### src/rtl/mem_port_arbiter.sv
// Shares the single memory port between instruction fetch and the LSU.
// One transaction in flight at a time; a streak limit keeps IF from starving behind LSU traffic.
module mem_port_arbiter #(
  parameter int AW              = 32,
  parameter int DW              = 32,
  parameter int MAX_DATA_STREAK = 4
) (
  input  logic              clk,
  input  logic              reset,
  input  logic              flush,
  input  logic              if_req_v,
  input  logic [AW-1:0]     if_addr,
  output logic              if_rvalid,
  output logic [DW-1:0]     if_rdata,
  output logic              if_stall,
  input  logic              d_req_v,
  input  logic              d_we,
  input  logic [DW/8-1:0]   d_be,
  input  logic [AW-1:0]     d_addr,
  input  logic [DW-1:0]     d_wdata,
  output logic              d_rvalid,
  output logic [DW-1:0]     d_rdata,
  output logic              d_stall,
  output logic              mem_req,
  output logic              mem_we,
  output logic [DW/8-1:0]   mem_be,
  output logic [AW-1:0]     mem_addr,
  output logic [DW-1:0]     mem_wdata,
  input  logic              mem_gnt,
  input  logic              mem_rvalid,
  input  logic [DW-1:0]     mem_rdata
);
  localparam int SW = $clog2(MAX_DATA_STREAK + 1);
  localparam logic [SW-1:0] SMAX = SW'(MAX_DATA_STREAK);

  typedef enum logic [1:0] {IDLE, REQ, WAIT} state_t;

  state_t            state_q, state_d;
  logic              own_lsu_q, own_lsu_d;
  logic [SW-1:0]     streak_q, streak_d;
  logic              drop_q, drop_d;
  logic              mem_req_q, mem_req_d;
  logic              mem_we_q, mem_we_d;
  logic [DW/8-1:0]   mem_be_q, mem_be_d;
  logic [AW-1:0]     mem_addr_q, mem_addr_d;
  logic [DW-1:0]     mem_wdata_q, mem_wdata_d;
  logic              if_cand, pick_if, if_rv, d_rv;

  always_ff @(posedge clk) begin
    if (reset) begin
      state_q     <= IDLE;
      own_lsu_q   <= 1'b0;
      streak_q    <= '0;
      drop_q      <= 1'b0;
      mem_req_q   <= 1'b0;
      mem_we_q    <= 1'b0;
      mem_be_q    <= '0;
      mem_addr_q  <= '0;
      mem_wdata_q <= '0;
    end else begin
      state_q     <= state_d;
      own_lsu_q   <= own_lsu_d;
      streak_q    <= streak_d;
      drop_q      <= drop_d;
      mem_req_q   <= mem_req_d;
      mem_we_q    <= mem_we_d;
      mem_be_q    <= mem_be_d;
      mem_addr_q  <= mem_addr_d;
      mem_wdata_q <= mem_wdata_d;
    end
  end

  always_comb begin
    state_d     = state_q;
    own_lsu_d   = own_lsu_q;
    streak_d    = streak_q;
    drop_d      = drop_q;
    mem_req_d   = mem_req_q;
    mem_we_d    = mem_we_q;
    mem_be_d    = mem_be_q;
    mem_addr_d  = mem_addr_q;
    mem_wdata_d = mem_wdata_q;
    if_rv       = 1'b0;
    d_rv        = 1'b0;
    // A redirecting fetch is not a real request this cycle.
    if_cand     = if_req_v & ~flush;
    pick_if     = 1'b0;
    unique case (state_q)
      IDLE: begin
        if (if_cand || d_req_v) begin
          pick_if   = if_cand & (~d_req_v | (streak_q == SMAX));
          own_lsu_d = ~pick_if;
          state_d   = REQ;
          mem_req_d = 1'b1;
          drop_d    = 1'b0;
          if (pick_if) begin
            mem_we_d    = 1'b0;
            mem_be_d    = '1;
            mem_addr_d  = if_addr;
            mem_wdata_d = '0;
            streak_d    = '0;
          end else begin
            mem_we_d    = d_we;
            mem_be_d    = d_be;
            mem_addr_d  = d_addr;
            mem_wdata_d = d_wdata;
            if (!if_cand)               streak_d = '0;
            else if (streak_q != SMAX)  streak_d = streak_q + 1'b1;
          end
        end
      end
      REQ: begin
        if (mem_gnt) begin
          state_d   = WAIT;
          mem_req_d = 1'b0;
        end
        if (!own_lsu_q && flush) drop_d = 1'b1;
      end
      WAIT: begin
        if (mem_rvalid) begin
          state_d = IDLE;
          drop_d  = 1'b0;
          if (own_lsu_q) d_rv  = 1'b1;
          else           if_rv = ~drop_q & ~flush;
        end else if (!own_lsu_q && flush) begin
          drop_d = 1'b1;
        end
      end
      default: state_d = IDLE;
    endcase
  end

  assign if_rvalid = if_rv & ~reset;
  assign d_rvalid  = d_rv & ~reset;
  assign if_rdata  = mem_rdata;
  assign d_rdata   = mem_rdata;
  assign if_stall  = if_req_v & ~if_rvalid;
  assign d_stall   = d_req_v & ~d_rvalid;
  assign mem_req   = mem_req_q;
  assign mem_we    = mem_we_q;
  assign mem_be    = mem_be_q;
  assign mem_addr  = mem_addr_q;
  assign mem_wdata = mem_wdata_q;

  // Responses are only legal once the request has been accepted.
  a_no_rvalid_in_req: assert property (@(posedge clk) disable iff (reset)
    !(state_q == REQ && mem_rvalid));
endmodule
### config.mk
export PLATFORM = sky130hd
export DESIGN_NAME = mem_port_arbiter
export DESIGN_NICKNAME = d
export VERILOG_FILES = /design/src/rtl/mem_port_arbiter.sv
export SDC_FILE = /design/constraint.sdc
export NUM_CORES = 1
export LEC_CHECK = 0
export ABC_AREA = 1
export BUFFER_PORTS_ARGS = -buffer_cell sky130_fd_sc_hd__buf_2
export CORE_AREA = 2 2 109 111
export CTS_CLUSTER_SIZE = 10
export DETAILED_ROUTE_END_ITERATION = 10
export DIE_AREA = 0 0 111 113
export PLACE_DENSITY = 0.79
export SLEW_MARGIN = 10
export SYNTH_ARGS = -nofsm -noshare
export SYNTH_HDL_FRONTEND = slang
export SYNTH_SLANG_ARGS = --single-unit
### constraint.sdc
create_clock -name clk -period 4.4 [get_ports clk]
set_input_delay 0.88 -clock clk [delete_from_list [all_inputs] [get_ports clk]]
set_output_delay 0.88 -clock clk [all_outputs]
set_load 0.01 [all_outputs]
==> results.txt <==
* Result of the run: finished clean
- The sequential cells in the finished layout cover a total of 1540 sq um.
- The number of nets in the synthesized netlist is 731.
- Data arrival time of the worst path: 1.84 ns
- Max-cap violations: 0
- Total power of the final layout: 2.86 mW
* Reg2Reg Depth: 11
* Crit end category: output port
- The die covers 12,500 sq um.
- Across every metal layer, demand over resource in global routing totals 16.2%.
* P per Cell Area: 594 nW/um^2
- Sum of negative setup slack: 0 ns
- The number of setup buffers added after CTS is 0.
- CTS built an H-tree with a depth of 3.
- The commonest cells after synthesis are nand2_1, nand3_1, nor2_1.
- The max-slew violation total from the final report was 0.
- Number of failing hold endpoints at the final stage: 0
- Post-CTS repair changed the size of 0 cells.
- Of all cell types, the one taking the most synthesized area is dfxtp_1.
- The cell count after synthesis came out at 585.
- The repair_antennas step left the layout with diodes totalling 0.
- The layout has 1,173 filler cells.
- Post-Place Cells: 816
- Sort of element at the start of the critical path: primary input
- After synthesis the cells add up to 3980 sq um.
- CP required: 3.52 ns
- Number of unique standard cell types used by synthesis: 19
- Quantity of I/O buffers inserted on ports: 181
- Drt drc: 0
- After detailed routing, the number of vias per cell comes to 4.64.
- Utilization after layout: 42.8%
* Synth Warn #: 0
- Initial Utilization: 35.3%
- Cell area after layout: 4820 sq um
- The most common cell in the synthesized netlist is nand2_1.
- In this design, the stage delay of the slowest critical-path cell is 0.26 ns.
* Setup repair after global routing missed its margin: no
- Pin placement for this block handled 278 I/O pins.
- Share of synthesized area occupied by flip-flops and latches: 38.7%
- The most numerous cell type found on the critical path is buf_2.
- Post-DRT Antenna Nets: 0
- Worst ir drop on vdd: 0.270 mV
- Yosys mapped a number of flops with a built-in enable equal to 0.
- The layer flagged by global routing as most heavily used is met2.
- Relative slew slack: 21.2%
* Setup slack at placement: 1.57 ns
- HPWL after detailed placement: 7160 microns
- In this run, CTS created clock tree buffers numbering 9.
- Core area: 11,300 sq um
* Footprint of the multi-input gates: 1630 sq um
* Syn avg cell area: 6.81 sq um
- The first global-routing pass estimated 16,500 microns of wire.
- Root Buffer: clkbuf_16
- On the final layout, the worst clock skew is 0.00554 ns.
- In the synthesized netlist the dominant register cell turns out to be dfxtp_1.
* Crit Path Category: in -> out
- On the critical path, the stage with the largest delay is an instance of nor4_1.
* Final setup violation count: 0
* Number of placement rows: 39
* Critical path, cell by cell: buf_2, inv_1, nand3_1, nor4_1, nor2_1, buf_2
- After synthesis, the cell types taking the most area are dfxtp_1, buf_4, nand3_1.
- Routability congestion estimate: 0.784
* Via total after detailed routing: 3,859
* Post-detailed-placement cell area: 4470 sq um
- Cells on Worst Hold Path: 2
* Proportion of layout cells with a drive suffix above 1: 30.5%
* Wire length per cell: 12.2 microns
* DRT iter0 DRCs: 251
- The initial antenna violation count is 0.
- Layout net count: 830
* Die extent in y: 113 microns
- Non-filler instance count after layout: 832
* Aggregate global routing overflow: 0
* Static power due to leakage: 2.59 nW
- Counting flops with an async set or reset pin after synthesis yields a share of 0%.
- Fmax: 0.367 GHz
* Met3 capacity usage during global routing: 4.71%
- At the pin with the least slew margin, the transition time is 1.18 ns.
* Total length of routed wires: 10,200 microns
* Growth of design area from synthesis to finish: 21.1%
- Minimum period implied by the final worst setup slack: 2.72 ns
- Hold slack final: 0.457 ns
* Path type of the worst min-delay path: reg -> reg
- Clock-pin slew was measured on the worst setup and hold paths at 0.06 ns.
* Largest fanout of any net on the critical path: 9
* Num Clock Sinks: 77
- Counting along the longest clock path gives a buffer depth of 2.
- TritonCTS built the clock tree.
- Global routing used 28.1% of the available met2 tracks.
* Horizontal die dimension: 111 microns
- Via count of the first global-routing pass: 3,495
- In the finished design, the share of the clock period the worst path needs comes to 61.9%.
* Global routing met1 resource utilization: 18.5%
- Before antenna repair, the detailed router went through 4 iterations.
- Synthesis inferred 77 register bits.
- Area fraction of the dominant cell type after synthesis: 38.7%
* Insertion delay to the later sink of the worst-skew pair: 0.33 ns
- Largest net degree at the start of global routing: 70
* Setup WS post-layout: 1.68 ns
* Hold_buf cts: 0
## power by group
group	switching [mW]	internal [mW]	leakage (nW)
Sequential	0.0991	0.895	0.635
Clock	0.293	0.568	0.165
Combinational	0.629	0.381	1.79
## logic make-up after synthesis
logic type | after synthesis | share of synthesized area, %
AND/OR/NAND/NOR | 312 | 33.0
XOR/XNOR | 1 | 0.220
adder cells (fa/ha/maj) | 6 | 1.89
buffers and inverters | 146 | 20.7
flip-flops | 77 | 38.7
AO/OA/AOI/OAI | 43 | 5.50
## sequential cells by signal, indices dropped and copies added (netlist names)
signal     count
own_lsu_q      1
mem_be         4
state_q        2
mem_req        1
streak_q       3
mem_wdata     32
mem_addr      32
mem_we         1
drop_q         1
## per-layer routing
| layer | wire length, microns | share of wire [%] | up-vias |
|---|---|---|---|
| li1 | - | - | 1971 |
| met1 | 4220 | 41 | 1678 |
| met2 | 4850 | 48 | 190 |
| met3 | 855 | 8.4 | 20 |
| met4 | 244 | 2.4 | 0 |
| met5 | 0 | 0 | - |
## critical path: cells and delay by family
kind          cells  cell delay, ns
buf+inv           3            0.49
simple gates      3            0.47
## cell usage in the layout, fill, tap and decap left out
cell,count
a21oi_4,1
buf_2,181
nand3_1,103
inv_2,2
nand2_2,1
clkbuf_16,9
clkinv_2,1
nand4_1,1
bufinv_16,3
nor2_1,88
buf_4,6
xnor2_1,1
ha_1,6
or2_2,2
o21ai_0,5
a21oi_1,37
nor2_2,1
dfxtp_1,77
nand2_1,115
clkbuf_8,1
nor4_1,1
inv_1,45
clkinvlp_4,2
## cell type report
cell class,count,share of cell area (%)
clock buffers,10,4.96
clock inverters,6,2.28
inverters,47,3.66
multi-input cells,362,33.7
flip-flops and latches,77,32.0
well taps,143,3.71
repair buffers,187,19.7
## path summary, 6_finish.rpt
check         startpoint      endpoint  slack, ns
max                reset      if_stall       1.68
min               drop_q        drop_q       0.46
max reg2reg  streak_q[0]  mem_addr[23]       2.04
min reg2reg       drop_q        drop_q       0.46
No activity file was read; power rests on OpenSTA's default activity.
